==> src/rtl/uart_rx_pkg.sv <==
// uart_rx_pkg: shared state encoding, data-width constants and bit-period width for the UART receiver
package uart_rx_pkg;
  typedef enum logic [1:0] {IDLE, START, DATA} rx_state_t;
  localparam int D7 = 7;
  localparam int D8 = 8;
  localparam int KW = 19;
  function automatic logic [KW-1:0] k_clamp(input logic [KW-1:0] k);
    return (k < KW'(2)) ? KW'(2) : k;
  endfunction
endpackage

==> src/rtl/rx_bit_timer.sv <==
// rx_bit_timer: half/full bit-period counter plus sample counter, with tick and last-sample pulses
module rx_bit_timer
  import uart_rx_pkg::*;
(
  input  logic          clk,
  input  logic          reset,
  input  logic          run,
  input  logic          half,
  input  logic [KW-1:0] k,
  input  logic [3:0]    nsamp,
  output logic          tick,
  output logic          last,
  output logic [3:0]    bidx
);
  logic [KW-1:0] cnt;
  logic [KW-1:0] target;
  always_comb begin
    target = half ? (k >> 1) : k;
    tick = run && (cnt == target - KW'(1));
    last = tick && !half && (bidx == nsamp - 4'd1);
  end
  always_ff @(posedge clk or negedge reset)
    if (!reset) begin
      cnt <= '0;
      bidx <= '0;
    end else if (!run) begin
      cnt <= '0;
      bidx <= '0;
    end else if (tick) begin
      cnt <= '0;
      bidx <= half ? 4'd0 : bidx + 4'd1;
    end else
      cnt <= cnt + KW'(1);
endmodule

==> src/rtl/uart_rx_engine.sv <==
// uart_rx_engine: UART receiver with 7/8 data bits, optional parity, framing/overrun flags.
// Define RX_SYNC_EN to pass RX through a 2-flop synchronizer (adds 2 clocks of latency).
module uart_rx_engine
  import uart_rx_pkg::*;
(
  input  logic          clk,
  input  logic          reset,
  input  logic          READS0,
  input  logic          RX,
  input  logic          EIGHT,
  input  logic          PEN,
  input  logic          OHEL,
  input  logic [KW-1:0] K,
  output logic [7:0]    UART_RDATA,
  output logic          RXRDY,
  output logic          PERR,
  output logic          FERR,
  output logic          OVF
);
  rx_state_t     state;
  logic          rx, armed, eight_q, pen_q, ohel_q, par_q, stop_q, fin, tick, last, exp_par;
  logic [KW-1:0] k_q;
  logic [7:0]    data;
  logic [3:0]    bidx, nd, nsamp;
`ifdef RX_SYNC_EN
  logic [1:0] sync;
  always_ff @(posedge clk or negedge reset)
    if (!reset) sync <= '0;
    else sync <= {sync[0], RX};
  assign rx = sync[1];
`else
  assign rx = RX;
`endif
  always_comb begin
    nd = eight_q ? 4'(D8) : 4'(D7);
    nsamp = nd + {3'd0, pen_q} + 4'd1;
    exp_par = ohel_q ? ~^data : ^data;
  end
  rx_bit_timer u_timer (
    .clk(clk), .reset(reset), .run(state != IDLE), .half(state == START),
    .k(k_q), .nsamp(nsamp), .tick(tick), .last(last), .bidx(bidx)
  );
  // armed blocks a line held low since reset (or since a low stop) from looking like a start bit
  always_ff @(posedge clk or negedge reset)
    if (!reset) begin
      state <= IDLE;
      armed <= 1'b0;
      eight_q <= 1'b0;
      pen_q <= 1'b0;
      ohel_q <= 1'b0;
      k_q <= '0;
      data <= '0;
      par_q <= 1'b0;
      stop_q <= 1'b0;
      fin <= 1'b0;
    end else begin
      fin <= last;
      if (rx) armed <= 1'b1;
      case (state)
        IDLE: if (armed && !rx) begin
          state <= START;
          armed <= 1'b0;
          eight_q <= EIGHT;
          pen_q <= PEN;
          ohel_q <= OHEL;
          k_q <= k_clamp(K);
          data <= '0;
        end
        START: if (tick) state <= rx ? IDLE : DATA;
        DATA: if (tick) begin
          if (bidx < nd) data[bidx[2:0]] <= rx;
          else if (pen_q && bidx == nd) par_q <= rx;
          if (last) begin
            stop_q <= rx;
            state <= IDLE;
          end
        end
        default: state <= IDLE;
      endcase
    end
  always_ff @(posedge clk or negedge reset)
    if (!reset) begin
      UART_RDATA <= '0;
      RXRDY <= 1'b0;
      PERR <= 1'b0;
      FERR <= 1'b0;
      OVF <= 1'b0;
    end else if (fin) begin
      UART_RDATA <= data;
      RXRDY <= 1'b1;
      PERR <= pen_q & (par_q != exp_par);
      FERR <= ~stop_q;
      OVF <= RXRDY;
    end else if (READS0) begin
      RXRDY <= 1'b0;
      PERR <= 1'b0;
      FERR <= 1'b0;
      OVF <= 1'b0;
    end
endmodule

==> config.mk <==
export PLATFORM = sky130hd
export DESIGN_NAME = uart_rx_engine
export DESIGN_NICKNAME = d
export VERILOG_FILES = /design/src/rtl/uart_rx_pkg.sv /design/src/rtl/rx_bit_timer.sv /design/src/rtl/uart_rx_engine.sv
export SDC_FILE = /design/constraint.sdc
export NUM_CORES = 1
export LEC_CHECK = 0
export ABC_AREA = 1
export CAP_MARGIN = 20
export CORE_MARGIN = 8
export CORE_UTILIZATION = 55
export CTS_BUF_LIST = sky130_fd_sc_hd__clkbuf_8
export DETAILED_ROUTE_END_ITERATION = 10
export PLACE_DENSITY = 0.79
export SKIP_CTS_REPAIR_TIMING = 1
export SKIP_LAST_GASP = 1
export SYNTH_ARGS = -nofsm -noshare
export SYNTH_HDL_FRONTEND = slang
export SYNTH_HIERARCHICAL = 1
export SYNTH_SLANG_ARGS = --single-unit
==> constraint.sdc <==
create_clock -name clk -period 2.83 [get_ports clk]
set_input_delay 0.4245 -clock clk [delete_from_list [all_inputs] [get_ports clk]]
set_output_delay 0.4245 -clock clk [all_outputs]
set_load 0.05 [all_outputs]
Word level (Yosys, flattened, before mapping)

Cells that the tools add are included.
Widths: inputs -> output; s select.

Register bits after elaboration: 71
Output and inout port bits: 12
Logic and storage cells: 91

$add $sub $neg: 6
$lt $le $gt $ge: 4
Equal/unequal tests: 12
Mux-type cells: 30
Bitwise gates (word level): 3
Reduce and logical (&&, ||, !) cells: 19

Operators by type and width:

| kind                  | count |
|---|---|
| $mux 19               | 4 |
| $mux 8                | 3 |
| $add 19x1->19 const B | 1 |
| $eq 19x19->1          | 1 |
| $lt 19x2->1 const B   | 1 |
| $sub 19x1->19 const B | 1 |
| $mux 4                | 4 |
| $pmux 8 s2            | 1 |
| $ne 2x2->1 const B    | 6 |
| $reduce_and 4->1      | 3 |
| $mux 1                | 10 |
| $mux 2                | 5 |
| $add 4x1->4 const B   | 2 |
| $bwmux 8              | 1 |
| $eq 4x4->1            | 2 |
| $reduce_xnor 8->1     | 1 |
| $reduce_xor 8->1      | 1 |
| $logic_and 1x1->1     | 6 |
| $pmux 2 s3            | 1 |
| $reduce_bool 2->1     | 3 |
| $add 4x1->4           | 1 |
| $lt 3x4->1 const B    | 1 |
| $lt 4x4->1            | 1 |
| $sub 4x1->4 const B   | 1 |
| 11 further kinds      | 13 |

Logic depth before layout (Yosys ltp)

Gate-level depths: netlist (run 1).

Depth in word-level cells: 10
Gate-level depth with buffers: 25
Mapped depth without buffers: 24

Cells and area by module

The synthesis (run 1) kept the hierarchy.

Modules (own cells, without submodules):

| module         | instances | cells each | area each (um^2) | seq. area each (um^2) |
|---|---|---|---|---|
| rx_bit_timer   | 1         | 417        | 2486.1           | 575.6 |
| uart_rx_engine | 1         | 290        | 2323.5           | 1201.2 |

Worst setup path after synthesis (run 1)

Ideal clock, no wire load.

Path kind: flip-flop to flip-flop
Start point: reg state[1]
End point: reg data[7]
Data arrival time: 3022 ps
Path slack: -314 ps
Cell stages (with the launch flop): 22
Clock period less this slack: 3144 ps
Cell sequence: dfrtp_1 > nor2_1 > buf_6 > buf_6 > nand2_1 > nand2_1 > ha_1 > nand3_1 > nor2_2 > nand2_1 > nor2_1 > nand2_1 > xor2_1 > inv_1 > nor2_2 > nand2_4 > nor2_1 > inv_1 > o21ai_4 > nand3_1 > nand2_1 > o21ai_1

Cells in the longest elaborated chain, start to end: 7
Elaborated cells between the ends (all ways): 14
Those cells by class: 1 x add/sub; 6 x eq/ne; 2 x mux; 5 x reduce/logical

Ends and longest elaborated chain:

| item                                | RTL line             | RTL |
|---|---|---|
| start: declaration                  | uart_rx_engine.sv:20 | `rx_state_t state;` |
| start signal: assignment            | uart_rx_engine.sv:69 | `START: if (tick) state <= rx ? IDLE : DATA;` |
| $eq 2x1->1                          | uart_rx_engine.sv:40 | `.clk(clk), .reset(reset), .run(state != IDLE), .half(state == START),` |
| $mux 19                             | rx_bit_timer.sv:18   | `target = half ? (k >> 1) : k;` |
| $sub 19x1->19                       | rx_bit_timer.sv:19   | `tick = run && (cnt == target - KW'(1));` |
| $eq 19x19->1                        | rx_bit_timer.sv:19   |  |
| $logic_and 1x1->1 *                 | rx_bit_timer.sv:19   |  |
| net tick                            | uart_rx_engine.sv:21 | `logic rx, armed, eight_q, pen_q, ohel_q, par_q, stop_q, fin, tick, last, exp_par;` |
| $ne 2x2->1 (no source line) *       | --                   |  |
| $reduce_and 4->1 (no source line) * | --                   |  |
| end signal: indexed assignment      | uart_rx_engine.sv:71 | `if (bidx < nd) data[bidx[2:0]] <= rx;` |
| end: declaration                    | uart_rx_engine.sv:23 | `logic [7:0] data;` |

Mark *: on every way through the listed nets, which the timed path passes. The rest lies on a longest branch.
A chain may end at the register's enable or synchronous reset.

Worst setup path in the final report (run 1)

Start point: reg state[1]
End point: reg data[5]

The elaborated chain is that of the path after synthesis.

==> results of run 1 <==
-- stage by stage --
stage,cells,hold WS (ns),setup WS [ns],setup TNS (ns)
floorplan,707,0.1289,-0.01226,-0.08558
detailed placement,876,0.4576,-0.2353,-2.145
CTS,892,0.1242,-0.2647,-2.517
finish,902,0.1056,-0.1505,-1.374
global route,902,0.1570,-0.3457,-6.298
global placement,876,0.4560,-0.1846,-1.802
-- registers in the layout (all words and copies together), names as in the netlist, 2 cells and up --
name and cells:
k_q 19, u_timer/cnt 19, UART_RDATA 8, data 8
u_timer/bidx 4, state 2
-- worst max path at each step --
stage	startpoint	endpoint	slack, ns
6_report	state[1]	data[5]	-0.15
5_1_grt	state[1]	data[5]	-0.35
4_1_cts	state[0]	data[6]	-0.26
3_5_place_dp	state[0]	data[6]	-0.24
3_3_place_gp	state[0]	data[6]	-0.18
2_1_floorplan	state[1]	data[5]	-0.01
-- cell type report --
class	count	share of cell area
flip-flops and latches	71	0.2952
repair buffers	83	0.1205
inverters	90	0.05733
well taps	108	0.02243
clock buffers	9	0.02057
clock inverters	7	0.01288
multi-input cells	534	0.4711
-- power by group through the flow --
stage	clock network [W]	registers, W	logic, W
3_3_place_gp	0	0.00103	0.0000664
3_5_place_dp	0	0.00103	0.0000685
4_1_cts	0.000859	0.00101	0.0000686
6_report	0.000835	0.00101	0.0000662
5_1_grt	0.000897	0.00101	0.0000748
2_1_floorplan	0	0.00103	0.00000735
-- Yosys cell counts, drive strengths merged, types with 2 or more instances --
cell type    n  area, µm²
dfrtp       71       1777
nor2        81      356.6
nand4       15      93.84
o21ai       38      201.4
nor3        11      55.05
buf         11      102.6
nand3       53      277.8
xor2        25      219.0
nand2      277       1081
xnor2       11      96.34
a21oi        5      25.02
ha          10      125.1
and3         2      12.51
inv         90      342.8
clkbuf       2      7.510
-- kinds of logic (layout without fill, tap and decap cells) --
logic type,after synthesis,in the layout,share of synthesized area
AND/OR/NAND/NOR,441,441,0.3933
buffers and inverters,103,189,0.09417
adder cells (fa/ha/maj),10,10,0.02601
AO/OA/AOI/OAI,46,47,0.05151
flip-flops,71,71,0.3694
XOR/XNOR,36,36,0.06556
-- worst reg2reg max path, delay by kind of cell, from the launching register on --
| kind | cells | cell delay (ns) |
|---|---|---|
| simple gates | 14 | 1.75 |
| flops | 1 | 0.43 |
| compound gates | 2 | 0.40 |
| buf+inv | 3 | 0.36 |
-- routing by layer --
layer  routed length, µm  GRT usage  part of all wire  vias up
li1                    -          -                 -     2362
met1                5638     0.2807              0.47     2160
met2                5577     0.3088              0.46      158
met3                 667    0.03048             0.055       18
met4                 148    0.06365             0.012        0
met5                   0          0                 0        -
==> summary.txt, run 1 <==
Run status
  – Outcome: finished, violations left
  – Violated checks: setup timing

Yosys
  – Synth Net Count: approximately 740
  – Gate count after technology mapping: around 710
  – Synth warn: 6
  – Avg Cell Area, Syn: ~7 µm²
  – Post-synth top flop: dfrtp_1
  – Number of synthesized register bits: just over 70
  – Number of synthesized flops with an enable pin: 0
  – Sequential area share after synthesis: 0.3694
  – Cell Area, Synth: roughly 4800 µm²
  – Count of cell types in the netlist: 33
  – Asr flop ratio synth: 1.000

Cells and area
  – Layout cells sized above 1: 0.1851
  – Final nets: just over 800
  – Core Util, Final: 0.7009
  – Final instance area: 6023 µm²
  – Fillers: approximately 730
  – Sequential cell area: roughly 1800 µm²
  – Commonest cells after routing, fill and taps aside: nand2_1 (248), inv_1 (83), dfrtp_1 (70)
  – Commonest non-fill, non-tap cell in the layout: nand2_1
  – Layout area overhead: 25.23%
  – Inserted Diodes: 0
  – Footprint of the multi-input gates: ~2800 µm²

Timing
  – RSZ-0062 raised after global routing: true
  – Final Max Slew Viols: 0
  – Tcrit/Tclk final: 1.053
  – Setup violators final: 12
  – Final Skew: approximately 0.012 ns
  – Worst-margin pin slew: 0.7070 ns
  – Fmax: 0.3355 GHz
  – Fin crit period: approximately 3.0 ns
  – Slew HR: 0.5287
  – Setup WS post-layout: -0.1505 ns
  – Final Hold Viols: 0

Power and ir drop
  – Gate power share: 0.035
  – Final total power: 0.001915 W
  – PwrDens: 318.0 nW/µm²
  – Internal Power: ~0.0015 W
  – Sequential power share: 0.529
  – Net Sw Frac: 0.2360
  – Psw: about 0.00045 W
  – Leak: around 3.1 nW
  – Clock share of power: 0.436
  – VDD IR-drop max: 0.2559 mV

Global route
  – GR Util All Layers: 0.1998
  – Initial antenna violation count: 0
  – Vias in the first global route: approximately 4,200
  – Largest net degree at the start of global routing: 32
  – First-pass GRT wire length: 19.38 mm
  – Overflow after GRT: 0

Floorplan
  – Die height: 109.5 µm
  – Initial Utilization: 0.5597
  – I/O pin cnt: 38
  – Die area: 11,990 µm²
  – Core Box Area: 8593 µm²
  – Cell Rows: 34
  – Die W: roughly 110 µm

Drt
  – Via/cell ratio: ~5.2
  – DR WL/cell: 13.34 µm
  – Detail Route Antenna Nets: 0
  – Drt pass-1 iters: 5
  – Total number of vias: 4,698
  – DRC errors left: 0
  – Initial drt markers: between 300 and 400
  – Drt total wl: 12.03 mm

Setup path
  – Crit start category: register
  – R2R Path Start: state[1]
  – WP depth: 19
  – R2R cell count: 19
  – CP Data Required Time: around 3.1 ns
  – Crit path cell chain: nor2_4 -> buf_6 -> buf_6 -> nand2_2 -> nand2_4 -> nand3_1 -> nor2_2 -> nand3_1 -> nand2_1 -> nand2_1 -> nor2_1 -> nand2_1 -> nor2_4 -> nand2_4 -> nor2_4 -> inv_4 -> o21ai_4 -> nand3_4 -> o21ai_2
  – Worst path top cell family by delay: simple AND/OR/NAND/NOR gates
  – Worst Path Max Fanout: 8
  – WP buf/inv: 3
  – CP arrival: approximately 3.3 ns
  – Crit end category: register
  – Max stage delay on crit path: roughly 0.43 ns
  – Crit Path Class: register to register
  – R2r setup slk: -0.15 ns
  – Reg2reg end: data[5]
  – Crit path max-delay cell type: dfrtp_2

Job
  – Max-cap violations: 0

Clock tree
  – Clk sinks: 71
  – Clock-pin slew on the worst setup and hold paths: roughly 0.090 ns
  – CTS H-tree depth: 3
  – Clk Latency, worst-skew pair: about 0.36 ns
  – TritonCTS Buffers: 9
  – CTS root buf: clkbuf_8
  – CTS tree: yes
  – Clk buf depth: 2

Place
  – Placer Congestion: 0.9062
  – Area after DPL: around 5500 µm²
  – Post-DP HPWL: 8.889 mm
  – Port Buffers: 37

Worst hold path
  – Worst min path class: input pin to async pin
Power figures use the tool's default switching activity.
==> run 2, diff against run 1 <==
--- a/config.mk
+++ b/config.mk
@@ -11,10 +11,9 @@
 export CORE_UTILIZATION = 55
 export CTS_BUF_LIST = sky130_fd_sc_hd__clkbuf_8
 export DETAILED_ROUTE_END_ITERATION = 10
-export PLACE_DENSITY = 0.79
+export PLACE_DENSITY = 0.76
 export SKIP_CTS_REPAIR_TIMING = 1
 export SKIP_LAST_GASP = 1
 export SYNTH_ARGS = -nofsm -noshare
 export SYNTH_HDL_FRONTEND = slang
-export SYNTH_HIERARCHICAL = 1
 export SYNTH_SLANG_ARGS = --single-unit
==> constraint.sdc (replaced) <==
create_clock -name clk -period 3.62 [get_ports clk]
set_input_delay 0.543 -clock clk [delete_from_list [all_inputs] [get_ports clk]]
set_output_delay 0.543 -clock clk [all_outputs]
set_load 0.05 [all_outputs]
==> summary.txt, run 2 <==
Global route
  – Initial antenna violation count: 0
  – Overflow after GRT: 0
  – GR Util All Layers: 0.2098
  – First-pass GRT wire length: 21.35 mm
  – Vias in the first global route: roughly 4,500
  – Largest net degree at the start of global routing: 32

Power and ir drop
  – PwrDens: 765.5 nW/µm²
  – Sequential power share: 0.258
  – Gate power share: 0.600
  – Net Sw Frac: 0.5263
  – Internal Power: between 0.002 and 0.0025 W
  – VDD IR-drop max: roughly 0.43 mV
  – Leak: approximately 2.8 nW
  – Psw: between 0.002 and 0.0025 W
  – Clock share of power: 0.142

Clock tree
  – Clock-pin slew on the worst setup and hold paths: 0.09 ns
  – Clk sinks: 71
  – CTS tree: yes
  – Clk Latency, worst-skew pair: 0.36 ns
  – CTS H-tree depth: 3
  – CTS root buf: clkbuf_8
  – TritonCTS Buffers: 9
  – Clk buf depth: 2

Drt
  – Via/cell ratio: about 5.4
  – DR WL/cell: 14.32 µm
  – Total number of vias: around 4,700
  – DRC errors left: 0
  – Drt total wl: roughly 13 mm
  – Drt pass-1 iters: 5
  – Detail Route Antenna Nets: 0
  – Initial drt markers: 316

Floorplan
  – Die area: between 10,000 and 15,000 µm²
  – Die height: 111.6 µm
  – Die W: approximately 110 µm
  – Cell Rows: 35
  – Initial Utilization: 0.5542
  – I/O pin cnt: 38
  – Core Box Area: around 9100 µm²

Cells and area
  – Final Non-Filler Cells: approximately 900
  – Final nets: around 800
  – Largest regs: k_q x19, u_timer.cnt x19
  – Commonest cells after routing, fill and taps aside: nand2_1 (233), inv_1 (95), dfrtp_1 (69)
  – Commonest non-fill, non-tap cell in the layout: nand2_1
  – Layout cells sized above 1: 0.1092
  – Layout area overhead: 12.55%
  – Inserted Diodes: 0

Timing
  – Slew HR: 0.2984
  – Fin crit period: ~3.3 ns
  – Worst-margin pin slew: 1.049 ns
  – Fmax: between 0.3 and 0.4 GHz
  – Tcrit/Tclk final: 0.9055
  – Final Skew: 0.01279 ns
  – Final Max Slew Viols: 0
  – RSZ-0062 raised after global routing: false
  – TNS Setup: 0 ns
  – Setup violators final: 0
  – Final Hold Viols: 0

Job
  – Max-cap violations: 0

Yosys
  – Number of synthesized register bits: between 70 and 80
  – Post-synth top flop: dfrtp_1
  – Cell Area, Synth: about 5000 µm²
  – Most frequent cell after synthesis: nand2_1
  – Top-area cell type share of the netlist area: 0.3537
  – Asr flop ratio synth: 1.000
  – Count of cell types in the netlist: approximately 40
  – Gate count after technology mapping: between 700 and 800
  – Sequential area share after synthesis: 0.3537
  – Synth warn: 0
  – Avg Cell Area, Syn: ~7 µm²
  – Top cells by area, synth: dfrtp_1 (35%), nand2_1 (17%), inv_1 (7.1%)
  – Synth area leader: dfrtp_1
  – Number of synthesized flops with an enable pin: 0
  – Most instantiated cells after synthesis: nand2_1 (233), inv_1 (95), dfrtp_1 (71)
  – Synth Net Count: approximately 760

Place
  – Placed insts: between 800 and 900
  – Post-DP HPWL: ~10 mm
  – Placer Congestion: around 0.95
  – Port Buffers: 37

Run status
  – Outcome: finished clean

Setup path
  – CP arrival: around 3.5 ns
  – Worst Path Max Fanout: 18
  – Crit start category: register
  – Crit end category: register
  – Crit Path Class: register to register
  – CP Data Required Time: slightly below 4 ns

Worst hold path
  – Worst min path class: input pin to async pin
[run 2: changes by cell type after synthesis, moves of 5 or more]
cell	previous run	this run
o21ai_0	11	34
inv_1	86	95
clkbuf_1	2	9
nor3_1	11	19
nor2_2	18	13
nor4_1	0	5
o21ai_1	26	2
nand3_2	0	7
nand2_4	1	7
nand2_1	268	233
or2_2	0	7
[run 2: critical path: stages, from the launching register on]
cell and delay [ns]:
dfrtp_2 0.49, inv_4 0.19, nand3_1 0.15, nand2_4 0.13, ha_1 0.19, nand3_1 0.13, nor2_2 0.29, nand3_2 0.15
nor2_2 0.15, nand2_1 0.06, nand2_1 0.06, nand2_1 0.06, nor2_1 0.09, nand2_1 0.09, nor2_4 0.20, nand2_1 0.10
nand2_1 0.17, buf_4 0.27, a21oi_1 0.06, o21a_1 0.11
[run 2: cell families after synthesis]
kind of cell | share of synthesized area
AO/OA/AOI/OAI | 0.06027
adder cells (fa/ha/maj) | 0.02242
AND/OR/NAND/NOR | 0.4010
buffers and inverters | 0.1001
flip-flops | 0.3537
XOR/XNOR | 0.06252
[run 2: power groups by stage]
stage | Clock, W | Sequential [W] | Combinational (W)
4_1_cts | 0.000628 | 0.00111 | 0.00256
6_report | 0.000613 | 0.00112 | 0.00260
3_5_place_dp | 0 | 0.00113 | 0.00254
3_3_place_gp | 0 | 0.00112 | 0.00246
2_1_floorplan | 0 | 0.00107 | 0.00206
5_1_grt | 0.000655 | 0.00114 | 0.00291
[run 2: final timing paths]
check                               from         endpoint  slack [ns]  cells after the start
min in group clk           UART_RDATA[2]    UART_RDATA[2]        0.48                      2
max in group asynchronous          reset   u_timer.cnt[9]        2.64                      2
setup / recovery                state[1]  u_timer.cnt[15]        0.34                     19
setup reg to reg                state[1]  u_timer.cnt[15]        0.34                     19
hold / removal                     reset  u_timer.bidx[0]        0.17                      1
hold reg to reg            UART_RDATA[2]    UART_RDATA[2]        0.48                      2
[run 2: stage by stage]
stage / instance area, µm² / total power (W) / hold WS [ns] / setup slack [ns] / util
global route: 5654 / 0.004710 / 0.1795 / 0.07696 / 0.6237
finish: 5654 / 0.004328 / 0.1702 / 0.3419 / 0.6237
global placement: 5463 / 0.003582 / 0.4532 / 0.4764 / 0.6026
CTS: 5652 / 0.004298 / 0.1648 / 0.3026 / 0.6235
floorplan: 5024 / 0.003136 / 0.2474 / 0.8740 / -
detailed placement: 5463 / 0.003671 / 0.4601 / 0.3212 / 0.6026
[run 2: layout make-up]
class | instances | area [µm²]
clock buffer | 9 | 123.9
clock inverter | 7 | 65.06
fill | 839 | 3411
inverter | 100 | 377.9
multi-input combinational | 537 | 2744
sequential | 71 | 1779
tap | 111 | 138.9
timing repair buffer | 45 | 425.4
[run 2: metal layers]
metal | track usage | wire length, µm
met3 | 0.03626 | 591
met4 | 0.08204 | 290
met2 | 0.3325 | 5762
met1 | 0.2788 | 5953
met5 | 0 | 0
==> run 3, diff against run 2 <==
--- a/config.mk
+++ b/config.mk
@@ -7,13 +7,13 @@
 export LEC_CHECK = 0
 export ABC_AREA = 1
 export CAP_MARGIN = 20
-export CORE_MARGIN = 8
+export CORE_MARGIN = 4
 export CORE_UTILIZATION = 55
 export CTS_BUF_LIST = sky130_fd_sc_hd__clkbuf_8
 export DETAILED_ROUTE_END_ITERATION = 10
 export PLACE_DENSITY = 0.76
+export SETUP_SLACK_MARGIN = 0.1
 export SKIP_CTS_REPAIR_TIMING = 1
-export SKIP_LAST_GASP = 1
 export SYNTH_ARGS = -nofsm -noshare
 export SYNTH_HDL_FRONTEND = slang
 export SYNTH_SLANG_ARGS = --single-unit
==> summary.txt, run 3 (synthesis results as in run 2) <==
Floorplan
  – Die area: 10,730 µm²
  – Core Box Area: 8806 µm²
  – Die W: between 100 and 150 µm
  – Cell Rows: 34
  – Die height: 103.6 µm
  – I/O pin cnt: 38
  – Initial Utilization: 0.5705

Place
  – Port Buffers: 37
  – Area after DPL: 5451 µm²
  – Post-DP HPWL: between 9 and 10 mm
  – DP Worst Slack: around 0.29 ns
  – Placer Congestion: approximately 0.97

Power and ir drop
  – Leak: between 2 and 3 nW
  – Final total power: 0.004428 W
  – VDD IR-drop max: 0.4558 mV
  – PwrDens: between 700 and 800 nW/µm²

Global route
  – Largest net degree at the start of global routing: between 70 and 80
  – GR Util All Layers: 0.2282
  – Vias in the first global route: 4,135
  – First-pass GRT wire length: approximately 20 mm
  – Initial antenna violation count: 0
  – Overflow after GRT: 0

Clock tree
  – Clk buf depth: 2
  – CTS root buf: clkbuf_8
  – CTS H-tree depth: 3
  – TritonCTS Buffers: 9
  – Clock-pin slew on the worst setup and hold paths: approximately 0.090 ns
  – Clk Latency, worst-skew pair: 0.35 ns
  – Clk sinks: 71
  – CTS tree: yes

Timing
  – Fmax: roughly 0.31 GHz
  – Worst-margin pin slew: between 0.9 and 1 ns
  – Setup WS post-layout: about 0.37 ns
  – Setup violators final: 0
  – Slew HR: 0.3611
  – Worst hold margin: around 0.35 ns
  – Final Skew: roughly 0.015 ns
  – Final Hold Viols: 0
  – RSZ-0062 raised after global routing: false
  – Fin crit period: between 3 and 4 ns
  – Final Max Slew Viols: 0
  – Tcrit/Tclk final: 0.8989
  – TNS Setup: 0 ns

Cells and area
  – Layout cells sized above 1: 0.1081
  – Footprint of the multi-input gates: between 2000 and 3000 µm²
  – Commonest non-fill, non-tap cell in the layout: nand2_1
  – Final instance area: roughly 5700 µm²
  – Fillers: between 800 and 900
  – Largest regs: k_q x19, u_timer.cnt x19
  – Sequential cell area: 1779 µm²
  – Final nets: roughly 800
  – Inserted Diodes: 0
  – Layout area overhead: 13.25%
  – Commonest cells after routing, fill and taps aside: nand2_1 (233), inv_1 (95), dfrtp_1 (69)

Setup path
  – Crit Path Class: register to register
  – R2R cell count: 18
  – R2r setup slk: 0.37 ns
  – CP Data Required Time: just under 4 ns
  – Reg2reg end: u_timer.cnt[15]
  – R2R Path Start: state[1]
  – Crit end category: register
  – CP arrival: approximately 3.5 ns
  – Worst Path Max Fanout: 18
  – Crit start category: register
  – Critical path launch point: state[1]

Drt
  – Drt pass-1 iters: 5
  – Detail Route Antenna Nets: 0
  – DR WL/cell: between 10 and 15 µm
  – Initial drt markers: 302
  – Total number of vias: around 4,600
  – Drt total wl: 11.97 mm
  – Via/cell ratio: 5.243
  – DRC errors left: 0

Run status
  – Outcome: finished clean

Job
  – Max-cap violations: 0

Worst hold path
  – Worst min path class: input pin to async pin
-- run 3: cell types whose count changed in the layout (fill, tap and decap cells not counted), sizes merged --
cell      change
bufinv        +2
clkinvlp      -2
clkbuf        +1
clkinv        +1
inv           -2
buf           -1
-- run 3: worst max path at each step --
stage                            endpoint  slack [ns]  depth (start not counted)
after floorplan                   data[6]        0.87                         22
after global placement    u_timer.cnt[15]        0.45                         20
after detailed placement  u_timer.cnt[15]        0.29                         20
after CTS                 u_timer.cnt[15]        0.28                         20
after global routing      u_timer.cnt[15]        0.13                         19
final                     u_timer.cnt[15]        0.37                         18
-- run 3: cell type report --
type	count	share of cell area
clock buffer	10	0.02419
clock inverter	6	0.01627
inverter	100	0.06642
multi-input combinational	537	0.4832
sequential	71	0.3127
tap	108	0.02375
timing repair buffer	44	0.07346
-- run 3: worst max-delay path, cell delays in order (launching register included) --
cell and delay, ns:
dfrtp_2 0.48, inv_4 0.20, nand2_4 0.16, nand2_4 0.10
nand2_4 0.07, ha_1 0.31, xnor2_1 0.13, nor3_1 0.33
nand2_1 0.10, nor2_1 0.11, nand2_1 0.06, nor2_1 0.11
nand2_1 0.12, nor2_4 0.16, nand2_1 0.09, nand2_1 0.17
buf_4 0.27, a21oi_1 0.06, o21a_1 0.11
-- run 3: routing by layer --
| layer | part of all wire | wire [µm] | global-route usage |
|---|---|---|---|
| met3 | 0.070 | 840 | 0.03980 |
| met2 | 0.43 | 5127 | 0.3439 |
| met5 | 0 | 0 | 0 |
| met4 | 0.016 | 186 | 0.05698 |
| met1 | 0.49 | 5816 | 0.3420 |
-- run 3: per-stage QoR --
stage,instances,utilization
2_1_floorplan,728,-
3_3_place_gp,860,0.6191
3_5_place_dp,860,0.6191
4_1_cts,876,0.6452
5_1_grt,876,0.6461
6_report,876,0.6461
-- run 3: report_power, final --
part | switching [W] | internal, W | leakage, nW
sequential | 0.000189 | 0.000945 | 0.940
clock | 0.000336 | 0.000412 | 0.114
combinational | 0.00170 | 0.000841 | 1.77
total | 0.00223 | 0.00220 | 2.82
